$ cat config.mk
export PLATFORM = sky130hd
export DESIGN_NAME = sc_debounce_pulse_flat
export DESIGN_NICKNAME = d
export VERILOG_FILES = /design/src/rtl/sc_debounce_pkg.sv /design/src/rtl/sc_debounce_pulse_if.sv /design/src/rtl/sc_sync2.sv /design/src/rtl/sc_debounce_pulse.sv /design/src/flat_wrapper.sv
export SDC_FILE = /design/constraint.sdc
export NUM_CORES = 1
export LEC_CHECK = 0
export BUFFER_PORTS_ARGS = -buffer_cell sky130_fd_sc_hd__buf_2
export CORE_UTILIZATION = 54
export CTS_BUF_LIST = sky130_fd_sc_hd__clkbuf_8 sky130_fd_sc_hd__clkbuf_16
export DETAILED_ROUTE_END_ITERATION = 10
export PLACE_DENSITY_LB_ADDON = 0.2
export SYNTH_ARGS = -nofsm -noshare
export SYNTH_HDL_FRONTEND = slang
export SYNTH_SLANG_ARGS = --single-unit
$ cat constraint.sdc
create_clock -name SC_DEBOUNCE_CLOCK_50 -period 1.7 [get_ports SC_DEBOUNCE_CLOCK_50]
set_input_delay 0.17 -clock SC_DEBOUNCE_CLOCK_50 [delete_from_list [all_inputs] [get_ports SC_DEBOUNCE_CLOCK_50]]
set_output_delay 0.17 -clock SC_DEBOUNCE_CLOCK_50 [all_outputs]
set_load 0.05 [all_outputs]
$ cat src/rtl/sc_debounce_pkg.sv
// sc_debounce_pkg: shared state encoding and pulse polarity for the pushbutton debouncer.
package sc_debounce_pkg;
  typedef enum logic [1:0] {
    IDLE      = 2'd0,
    ARM_PRESS = 2'd1,
    PRESSED   = 2'd2,
    ARM_REL   = 2'd3
  } state_e;
  localparam logic PULSE_ACTIVE = 1'b0;
endpackage

$ cat src/rtl/sc_debounce_pulse_if.sv
// sc_debounce_pulse_if: raw key in, debounced pulse and level out.
interface sc_debounce_pulse_if;
  import sc_debounce_pkg::*;
  logic SC_DEBOUNCE_button_InLow;
  logic SC_DEBOUNCE_pulse_OutLow;
  logic SC_DEBOUNCE_level_OutHigh;
  modport master (
    output SC_DEBOUNCE_button_InLow,
    input  SC_DEBOUNCE_pulse_OutLow,
    input  SC_DEBOUNCE_level_OutHigh
  );
  modport slave (
    input  SC_DEBOUNCE_button_InLow,
    output SC_DEBOUNCE_pulse_OutLow,
    output SC_DEBOUNCE_level_OutHigh
  );
endinterface

$ cat src/rtl/sc_sync2.sv
// sc_sync2: two-flop synchronizer for active-low board keys; resets to released (1).
module sc_sync2 (
  input  logic clk,
  input  logic rst_n,
  input  logic d_in,
  output logic sync_q
);
  logic meta_q;
  always_ff @(posedge clk or negedge rst_n) begin
    if (!rst_n) begin
      meta_q <= 1'b1;
      sync_q <= 1'b1;
    end else begin
      meta_q <= d_in;
      sync_q <= meta_q;
    end
  end
endmodule

$ cat src/rtl/sc_debounce_pulse.sv
// sc_debounce_pulse: debounces a raw pushbutton into one active-low pulse per press plus a level.
module sc_debounce_pulse
  import sc_debounce_pkg::*;
#(
  parameter int DEBOUNCE_CYCLES = 1000000,
  parameter int CNT_WIDTH       = $clog2(DEBOUNCE_CYCLES)
) (
  input logic               SC_DEBOUNCE_CLOCK_50,
  input logic               SC_DEBOUNCE_RESET_InLow,
  sc_debounce_pulse_if.slave bus
);
  localparam logic [CNT_WIDTH-1:0] CNT_MAX = CNT_WIDTH'(DEBOUNCE_CYCLES - 1);
  localparam logic [CNT_WIDTH-1:0] CNT_ONE = CNT_WIDTH'(1);
  logic                 sync_q;
  state_e               state_q, state_d;
  logic [CNT_WIDTH-1:0] cnt_q, cnt_d;
  logic                 pulse_q, pulse_d;
  logic                 level_q, level_d;
  sc_sync2 u_sync (
    .clk    (SC_DEBOUNCE_CLOCK_50),
    .rst_n  (SC_DEBOUNCE_RESET_InLow),
    .d_in   (bus.SC_DEBOUNCE_button_InLow),
    .sync_q (sync_q)
  );
  always_comb begin
    state_d = state_q;
    cnt_d   = cnt_q;
    case (state_q)
      IDLE: begin
        if (!sync_q) begin
          state_d = ARM_PRESS;
          cnt_d   = CNT_ONE;
        end
      end
      ARM_PRESS: begin
        if (sync_q) begin
          state_d = IDLE;
          cnt_d   = '0;
        end else if (cnt_q == CNT_MAX) begin
          state_d = PRESSED;
          cnt_d   = '0;
        end else begin
          cnt_d = cnt_q + CNT_ONE;
        end
      end
      PRESSED: begin
        if (sync_q) begin
          state_d = ARM_REL;
          cnt_d   = CNT_ONE;
        end
      end
      ARM_REL: begin
        if (!sync_q) begin
          state_d = PRESSED;
          cnt_d   = '0;
        end else if (cnt_q == CNT_MAX) begin
          state_d = IDLE;
          cnt_d   = '0;
        end else begin
          cnt_d = cnt_q + CNT_ONE;
        end
      end
      default: begin
        state_d = IDLE;
        cnt_d   = '0;
      end
    endcase
    // The pulse fires only on the single accepting transition, never while held.
    pulse_d = (state_q == ARM_PRESS && !sync_q && cnt_q == CNT_MAX) ? PULSE_ACTIVE : ~PULSE_ACTIVE;
    level_d = (state_d == PRESSED) || (state_d == ARM_REL);
  end
  always_ff @(posedge SC_DEBOUNCE_CLOCK_50 or negedge SC_DEBOUNCE_RESET_InLow) begin
    if (!SC_DEBOUNCE_RESET_InLow) begin
      state_q <= IDLE;
      cnt_q   <= '0;
      pulse_q <= ~PULSE_ACTIVE;
      level_q <= 1'b0;
    end else begin
      state_q <= state_d;
      cnt_q   <= cnt_d;
      pulse_q <= pulse_d;
      level_q <= level_d;
    end
  end
  assign bus.SC_DEBOUNCE_pulse_OutLow  = pulse_q;
  assign bus.SC_DEBOUNCE_level_OutHigh = level_q;
endmodule

$ cat src/flat_wrapper.sv
// flat-port wrapper written by rule: the top's interface ports become plain ports
module sc_debounce_pulse_flat import sc_debounce_pkg::*;
#(
  parameter int DEBOUNCE_CYCLES = 1000000,
  parameter int CNT_WIDTH       = $clog2(DEBOUNCE_CYCLES)
)
  (SC_DEBOUNCE_CLOCK_50, SC_DEBOUNCE_RESET_InLow, bus_SC_DEBOUNCE_button_InLow, bus_SC_DEBOUNCE_pulse_OutLow, bus_SC_DEBOUNCE_level_OutHigh);
  sc_debounce_pulse_if bus_i ();
  input logic SC_DEBOUNCE_CLOCK_50;
  input logic SC_DEBOUNCE_RESET_InLow;
  input wire logic [$bits(bus_i.SC_DEBOUNCE_button_InLow)-1:0] bus_SC_DEBOUNCE_button_InLow;
  output wire logic [$bits(bus_i.SC_DEBOUNCE_pulse_OutLow)-1:0] bus_SC_DEBOUNCE_pulse_OutLow;
  output wire logic [$bits(bus_i.SC_DEBOUNCE_level_OutHigh)-1:0] bus_SC_DEBOUNCE_level_OutHigh;
  assign bus_i.SC_DEBOUNCE_button_InLow = bus_SC_DEBOUNCE_button_InLow;
  assign bus_SC_DEBOUNCE_pulse_OutLow = bus_i.SC_DEBOUNCE_pulse_OutLow;
  assign bus_SC_DEBOUNCE_level_OutHigh = bus_i.SC_DEBOUNCE_level_OutHigh;
  sc_debounce_pulse #(.DEBOUNCE_CYCLES(DEBOUNCE_CYCLES), .CNT_WIDTH(CNT_WIDTH)) u_core (.SC_DEBOUNCE_CLOCK_50(SC_DEBOUNCE_CLOCK_50), .SC_DEBOUNCE_RESET_InLow(SC_DEBOUNCE_RESET_InLow), .bus(bus_i));
endmodule
# Word level (Yosys, flattened, before mapping)
# Index checks and enable logic that the tools add are counted.
[word_totals] regBits=26
[op_classes] n_addsub=1 eq_ne=8 mux=14 reduce_logical=6
[ops] cell="$mux 20" n=5
[ops] cell="$pmux 20 s4" n=1
[ops] cell="$add 20x1->20 const B" n=1
[ops] cell="$eq 20x20->1 const B" n=1
[ops] cell="$mux 2" n=6
[ops] cell="$eq 2x2->1 const B" n=4
[ops] cell="$pmux 2 s4" n=1
[ops] cell="$ne 2x2->1 const B" n=2
[ops] cell="$eq 2x1->1 const B" n=1
[ops] cell="$logic_and 1x1->1" n=2
[ops] cell="$logic_not 2->1" n=1
[ops] cell="$reduce_and 2->1" n=1
[ops] cell="$logic_not 1->1" n=1
[ops] cell="$logic_or 1x1->1" n=1
[ops] cell="$mux 1" n=1

# Logic depth before layout (Yosys ltp)
# Gate-level depths: netlist of run 1.
[logic_depth] depth_word=6 ltp_mapped=7

# By module
# A second synthesis of run 1 with hierarchy kept.
[unflattened] cells_unflattened=156 hier_area_um2=1450.1
[modules_own_cells] module="sc_debounce_pulse" n_inst=1 cells_each=154 area_per_inst_um2=1397.6 seq_area_each_um2=601.8
[modules_own_cells] module="sc_sync2" n_inst=1 cells_each=2 area_per_inst_um2=52.6 seq_area_each_um2=52.6

# Worst setup path before layout of run 1
# Ideal clock, no wire load.
[synth_timing] path_kind="reg2reg" start="register u_core.cnt_q[7]" end="register u_core.cnt_q[18]" setup_time_ns=0.121 t_arrival_ns=1.734 required_time_ns=1.579 slack_ns=-0.155 path_stages_with_launch=6 synth_period_minus_slack_ns=1.855 path_cell_list="dfrtp_1 -> or4_4 -> nor4_4 -> a21oi_2 -> buf_4 -> a22o_1"
[synth_via] elab_chain_len=4 word_cells_on_any_way=6 classes_between="add/sub (1); eq/ne (1); mux (4)"
[synth_rtl] item="from (decl)" line_no="sc_debounce_pulse.sv:16" text="logic [CNT_WIDTH-1:0] cnt_q, cnt_d;"
[synth_rtl] item="from (signal assigned)" line_no="sc_debounce_pulse.sv:80" text="cnt_q <= cnt_d;"
[synth_rtl] item="$add 20x1->20 or $eq 20x20->1 (tied branches)"
[synth_rtl] item="$mux 20 (*)" line_no="sc_debounce_pulse.sv:39, sc_debounce_pulse.sv:56"
[synth_rtl] item="$mux 20, on equally long branches" line_no="sc_debounce_pulse.sv:53, sc_debounce_pulse.sv:36"
[synth_rtl] item="$pmux 20 s4 (*)" line_no="sc_debounce_pulse.sv:28" text="case (state_q)"
# Mark *: on every way between the ends. The rest lies on a longest branch, timed or not.
# A chain may end at the register's enable or synchronous reset.

# Final worst setup path of run 1
[layout_timing] start="register u_core.cnt_q[12]" end="register u_core.cnt_q[16]"
# The elaborated chain is that of the path after synthesis.

==> results of run 1 <==
==> power breakdown <==
group / switching (W) / internal, W / total [W]
Combinational: 0.0000754 / 0.0000585 / 0.000134
Clock: 0.000206 / 0.000207 / 0.000413
Sequential: 0.0000110 / 0.000632 / 0.000643
==> worst register-to-register path, delay by kind of cell (launching register included) <==
kind | cells | cell delay [ns]
simple gates | 2 | 0.71
flops | 1 | 0.41
compound gates | 2 | 0.27
buf+inv | 1 | 0.18
mux | 1 | 0.09
==> stage by stage <==
stage	instance area, sq um	std cells	power [W]
6_report	1920	221	0.00119
3_3_place_gp	1620	204	0.000743
3_5_place_dp	1620	204	0.000748
5_1_grt	1920	221	0.00122
2_1_floorplan	1410	151	0.000705
4_1_cts	1760	214	0.00116
==> sequential cells by signal, indices dropped and copies added, names as in the netlist <==
register,count
u_core.cnt_q,20
u_core.state_q,2
u_core.bus.SC_DEBOUNCE_level_OutHigh,1
u_core.bus.SC_DEBOUNCE_pulse_OutLow,1
u_core.u_sync.meta_q,1
u_core.u_sync.sync_q,1
==> per-layer routing <==
layer | vias up | wire length (microns) | share of wire (%) | global-route usage [%]
li1 | 638 | - | - | -
met1 | 685 | 1700 | 41 | 36.7
met2 | 88 | 2030 | 50 | 48.5
met3 | 22 | 250 | 6.1 | 4.02
met4 | 0 | 121 | 2.9 | 8.33
met5 | - | 0 | 0 | 0
==> timing repair <==
item | 4_1_cts | 5_1_grt
buffers inserted | 2 | 7
hold endpoints to repair | 24 | 0
resized for setup | 8 | 24
gates cloned | 2 | 1
setup endpoints to repair | 19 | 21
hold buffers | 2 | 0
pin swaps | 3 | 15
==> kinds of logic after synthesis <==
family / share of synthesized area (%)
simple gates: 29.5
compound gates: 12.7
flops: 46.6
buf+inv: 4.10
mux: 4.28
xor+xnor: 1.87
fa+ha+maj: 0.891
==> final cells by class <==
type                    instances  area, sq um  area share (%)
clock buffers                   4         55.1            2.87
multi-input cells             116          841            43.8
well taps                      30         37.5            1.95
flip-flops and latches         26          654            34.1
repair buffers                 40          314            16.4
inverters                       5         18.8           0.977
==> placed cells by master (no fill, tap or decap), types with 3 or more instances in the layout <==
cell	n
a21oi_1	4
a21oi_2	9
a21oi_4	3
a31oi_1	4
buf_2	4
buf_4	29
buf_6	5
clkbuf_8	4
dfrtp_1	23
dfstp_2	3
inv_1	5
mux2i_1	6
nand2_1	17
nand3_1	11
nand3_2	3
nand3b_1	3
nand4_1	7
nor2_1	6
nor4_1	3
o21ai_1	4
or3_1	3
==> worst min path at each step <==
stage,from,to,cells past startpoint
after floorplan,SC_DEBOUNCE_RESET_InLow,u_core.bus.SC_DEBOUNCE_level_OutHigh,0
after global placement,SC_DEBOUNCE_RESET_InLow,u_core.cnt_q[2],1
after detailed placement,SC_DEBOUNCE_RESET_InLow,u_core.cnt_q[2],1
after CTS,u_core.u_sync.meta_q,u_core.u_sync.sync_q,0
after global routing,u_core.u_sync.meta_q,u_core.u_sync.sync_q,0
final,u_core.u_sync.meta_q,u_core.u_sync.sync_q,0
==> results.ini, run 1 <==
[outcome]
outcome=finished, violations left
violations=negative setup slack

[cts]
clk_path_buf_depth=2
cts_tree=built
worstSkewPairLatency_ns=0.27
path_clk_slew_ns=0.09
cts_root_buf=clkbuf_8
cts_sinks=26
cts_buffers=3
cts.htree.levels=1

[setup_path]
ff2ff_setup_slack_ns=-0.08
cp_slowest_cell=or4_4
reg2reg_depth=6
crit_fanout=6
cp.depth=6
crit_buf_inv=1
critPathTopFamily=simple AND/OR/NAND/NOR gates
crit_start=u_core.cnt_q[12]
r2r_end=u_core.cnt_q[16]
startpoint_type=flop
cp-endpoint=u_core.cnt_q[16]
worstReg2RegStart=u_core.cnt_q[12]
cpPeakStageDelay_ns=0.56
worst_ep_required_time_ns=1.86
arrival_ns=1.94
endpoint_kind=flop
crit_type=reg -> reg
path_cells=or4_4, nor4_4, buf_6, a21oi_4, a21oi_2, mux2i_1

[drt]
vias=1433
wl_microns=4110
drt_iter0_drc=72
wl_per_cell_microns=18.6
vias_per_cell=6.48
ant_nets=0
drt_first_pass_iters=5
drcViolationCount=0

[timing]
finalWorstSetupSlack_ns=-0.0840
rsz0062_at_grt=yes
max_slew_margin_pct=60.8
max_freq_mhz=561
finalSetupViolCount=11
fin_crit_ns=1.78
setup_tns_ns=-0.464
tightest_slew_ns=0.587
period_share_pct=105
skew_ns=0.00499
whs_ns=0.366
finalMaxSlewViolations=0
final-hold-violation-count=0

[synth]
ys_seq_area_share_pct=46.6
synth_top_area_share_pct=41.0
syn_avg_cell_area_sq_um=9.30
netlist_area_sq_um=1400
yosysMostFrequentCell=dfrtp_1
post_synth_num_cell_types=39
yosysTopAreaCell=dfrtp_1
synth-seq-cells=26
ys.flop_type=dfrtp_1
synth.top_cells.by_area=dfrtp_1 41%, dfstp_2 5.6%, nand3_1 5.0%
async_reset_ff_share_pct=100
syn_nets=155
synth_edf_count=0
synthTopCellsByCount=23 x dfrtp_1, 18 x nand2_1, 14 x nand3_1
synthCells=151
yosysWarnings=0

[finish]
layout-drive-gt1-share_pct=37.2
utilization_pct=77.5
antennaDiodeCount=0
final_nets=196
nFillCells=143
area_delta_synth_final_pct=36.8

[global_routing]
grt_usage_pct=28.3
grt_pass1_wl_microns=5690
grt_remaining_overflow=0
antenna_found_initial=0
grt_max_degree=27
grt_pass1_vias=1267

[die]
row_count=18
die_area_sq_um=2810
start_util_pct=56.7
die_y_microns=53.0
pin_count=5
core_area_sq_um=2480
die_w_microns=53.0

[placement]
dp_hpwl_microns=2270
place.gp.congestion=0.891
io_buffer_count=4
dp_slack_ns=-0.228

[power_and_ir_drop]
powerDensity_nw_per_um2=619
ir_drop_uv=700
leakage_nw=0.822

[hold_path]
hold_path_class=reg -> reg

[flow_run]
cap_violations=0

Note: power is estimated with default switching activity, not from simulation.
==> run 2, diff against run 1 <==
--- a/config.mk
+++ b/config.mk
@@ -6,10 +6,11 @@
 export NUM_CORES = 1
 export LEC_CHECK = 0
 export BUFFER_PORTS_ARGS = -buffer_cell sky130_fd_sc_hd__buf_2
-export CORE_UTILIZATION = 54
+export CORE_UTILIZATION = 45
 export CTS_BUF_LIST = sky130_fd_sc_hd__clkbuf_8 sky130_fd_sc_hd__clkbuf_16
 export DETAILED_ROUTE_END_ITERATION = 10
 export PLACE_DENSITY_LB_ADDON = 0.2
 export SYNTH_ARGS = -nofsm -noshare
 export SYNTH_HDL_FRONTEND = slang
+export SYNTH_HIERARCHICAL = 1
 export SYNTH_SLANG_ARGS = --single-unit
==> results.ini, run 2 <==
[synth]
synthAdderAreaFrac_pct=0.863  ; was 0.891%
ys.flop_type=dfrtp_1  ; unchanged
synthCells=156  ; was 151
yosysMostFrequentCell=dfrtp_1  ; unchanged
ys_seq_area_share_pct=45.1  ; was 46.6%
yosys.area_share.simple_pct=30.3  ; was 29.5%
synth-seq-cells=26  ; unchanged
yosysTopAreaCell=dfrtp_1  ; unchanged
synth_top_family_by_area=simple AND/OR/NAND/NOR gates  ; unchanged
netlist_area_sq_um=1450  ; was 1400 sq um
async_reset_ff_share_pct=100  ; unchanged
muxShareOfSynthArea_pct=2.07  ; was 4.28%
synthTopCellsByCount=23 x dfrtp_1, 20 x nand2_1, 11 x nand3_1, 11 x o21ai_0, 10 x nor2_1  ; was 23 x dfrtp_1, 18 x nand2_1, 14 x nand3_1
syn_avg_cell_area_sq_um=9.30  ; about the same
syn_nets=160  ; was 155
post_synth_num_cell_types=46  ; was 39
synth-compound-area-share_pct=14.5  ; was 12.7%
synth_edf_count=0  ; unchanged
synth.top_cells.by_area=dfrtp_1 40%, dfstp_2 5.4%, nand2_1 5.2%  ; was dfrtp_1 41%, dfstp_2 5.6%, nand3_1 5.0%
synth_xor_area_share_pct=3.71  ; was 1.87%
synth_top_area_share_pct=39.7  ; was 41.0%
yosysWarnings=6  ; was 0

[global_routing]
grt_usage_pct=22.1  ; was 28.3%
use_met2_pct=33.6  ; was 48.5%
grt_max_degree=27  ; unchanged
grt_remaining_overflow=0  ; unchanged
use_met3_pct=2.64  ; was 4.02%
grt.busiest_layer=met2  ; unchanged
antenna_found_initial=0  ; unchanged
grt_pass1_vias=1210  ; was 1267
grt_pass1_wl_microns=5640  ; was 5690 microns
use_met1_pct=31.5  ; was 36.7%

[cts]
clk_path_buf_depth=2  ; unchanged
path_clk_slew_ns=0.09  ; about the same
cts_tree=built  ; unchanged
cts_sinks=26  ; unchanged
worstSkewPairLatency_ns=0.28  ; was 0.27 ns
cts_buffers=3  ; unchanged
cts_root_buf=clkbuf_8  ; unchanged
cts.htree.levels=1  ; unchanged

[finish]
final_common_cell=buf_4  ; unchanged
area_delta_synth_final_pct=30.8  ; was 36.8%
final_nets=198  ; was 196
layout_common_cells=34 x buf_4, 20 x nand2_1, 19 x dfrtp_1, 11 x nand3_1, 10 x o21ai_0  ; was 29 x buf_4, 23 x dfrtp_1, 17 x nand2_1, 11 x nand3_1, 9 x a21oi_2
layout-drive-gt1-share_pct=34.7  ; was 37.2%
largest_reg_flops=20  ; unchanged
largestRegisters=u_core/cnt_q x20, u_core/state_q x2  ; was u_core.cnt_q x20, u_core.state_q x2
antennaDiodeCount=0  ; unchanged
design_area_sq_um=1900  ; was 1920 sq um
top_register=u_core/cnt_q  ; was u_core.cnt_q

[setup_path]
reg2reg_depth=5  ; was 6
worstReg2RegStart=u_core/cnt_q[13]  ; was u_core.cnt_q[12]
crit_fanout=9  ; was 6
endpoint_kind=flop  ; unchanged
cp-endpoint=u_core/cnt_q[15]  ; was u_core.cnt_q[16]
r2r_end=u_core/cnt_q[15]  ; was u_core.cnt_q[16]
arrival_ns=1.84  ; was 1.94 ns
worst_ep_required_time_ns=1.87  ; was 1.86 ns
ff2ff_setup_slack_ns=0.04  ; was -0.08 ns
startpoint_type=flop  ; unchanged
crit_type=reg -> reg  ; unchanged
crit_start=u_core/cnt_q[13]  ; was u_core.cnt_q[12]

[drt]
ant_nets=0  ; unchanged
drt_iter0_drc=51  ; was 72
vias=1314  ; was 1433
wl_per_cell_microns=14.9  ; was 18.6 microns
wl_microns=3540  ; was 4110 microns
drcViolationCount=0  ; unchanged
drt_first_pass_iters=4  ; was 5
vias_per_cell=5.54  ; was 6.48

[timing]
skew_ns=0.00350  ; was 0.00499 ns
finalSetupViolCount=0  ; was 11
fin_crit_ns=1.66  ; was 1.78 ns
max_freq_mhz=601  ; was 561 MHz
max_slew_margin_pct=61.0  ; was 60.8%
final-hold-violation-count=0  ; unchanged
finalMaxSlewViolations=0  ; unchanged
setup_tns_ns=0  ; was -0.464 ns
period_share_pct=97.9  ; was 105%
tightest_slew_ns=0.585  ; was 0.587 ns
rsz0062_at_grt=yes  ; unchanged

[die]
start_util_pct=47.5  ; was 56.7%
die_w_microns=58.8  ; was 53.0 microns
core_area_sq_um=3050  ; was 2480 sq um
die_area_sq_um=3450  ; was 2810 sq um
die_y_microns=58.8  ; was 53.0 microns
pin_count=5  ; unchanged
row_count=20  ; was 18

[power_and_ir_drop]
ir_drop_uv=402  ; was 700 uV
powerDensity_nw_per_um2=616  ; was 619 nW/um^2
leakage_nw=0.813  ; was 0.822 nW

[hold_path]
hold_path_class=reg -> reg  ; unchanged
hold_start=u_core/u_sync/meta_q  ; was u_core.u_sync.meta_q

[placement]
place.gp.congestion=0.920  ; was 0.891
placed_area_sq_um=1690  ; was 1620 sq um
io_buffer_count=4  ; unchanged
dp_hpwl_microns=2450  ; was 2270 microns

[outcome]
outcome=finished clean  ; was finished, violations left

[flow_run]
cap_violations=0  ; unchanged

run 2: cell types whose count changed in the layout (fill, tap and decap cells not counted), moves of 4 or more:
cell and delta:
o21ai_0 +10, a21oi_2 -7, buf_4 +5, buf_6 -5, dfrtp_1 -4, dfrtp_2 +4
run 2: cell type report:
type | count | area, sq um
fillers | 274 | 1160
multi-input cells | 119 | 817
flip-flops and latches | 26 | 659
repair buffers | 40 | 295
clock buffers | 4 | 55.1
well taps | 44 | 55.1
inverters | 4 | 15.0
run 2: worst min path at each step:
stage / slack (ns) / depth (start not counted) / end
4_1_cts: 0.37 / 0 / u_core/u_sync/sync_q
6_report: 0.37 / 0 / u_core/u_sync/sync_q
3_3_place_gp: 0.19 / 1 / u_core/cnt_q[3]
2_1_floorplan: -0.13 / 0 / u_core/bus.SC_DEBOUNCE_level_OutHigh
3_5_place_dp: 0.20 / 1 / u_core/cnt_q[1]
5_1_grt: 0.37 / 0 / u_core/u_sync/sync_q
run 2: power breakdown:
| part | switching, W | total [W] | internal (W) |
|---|---|---|---|
| sequential | 0.0000155 | 0.000647 | 0.000632 |
| combinational | 0.0000627 | 0.000119 | 0.0000560 |
| clock | 0.000196 | 0.000403 | 0.000208 |
run 2: layer usage:
| layer | vias to the layer above | routed length, microns |
|---|---|---|
| met3 | 7 | 112 |
| met4 | 0 | 77 |
| li1 | 656 | - |
| met1 | 623 | 1670 |
| met2 | 28 | 1680 |
| met5 | - | 0 |
run 2: cells by family after synthesis:
group / after synthesis
AO/OA/AOI/OAI: 32
AND/OR/NAND/NOR: 79
adder cells (fa/ha/maj): 1
flip-flops: 26
multiplexers: 3
XOR/XNOR: 4
buffers and inverters: 11
run 2: stage by stage:
stage	hold WS [ns]	instances	total power (W)	util, %	setup slack (ns)
final	0.365	237	0.00117	62.1	0.0358
after global routing	0.370	237	0.00122	62.1	-0.0562
after CTS	0.368	229	0.00117	58.1	0.00650
after detailed placement	0.203	223	0.000758	55.2	0.00276
after global placement	0.189	223	0.000755	55.2	0.0179
after floorplan	-0.126	156	0.000705	-	0.0632
run 2: repair_timing:
item                                    in CTS  in global routing
resized for setup                            2                 18
hold endpoints to repair                    24                  0
buffers inserted                             0                  8
pin swaps                                    0                  6
hold buffers                                 2                  0
endpoints found under the setup margin       2                 19
run 2: critical path: stages, from the launching register on:
cell	delay, ns
dfrtp_1	0.42
nor4bb_1	0.34
and4_2	0.33
a21o_4	0.18
o22ai_1	0.09
a21o_1	0.19
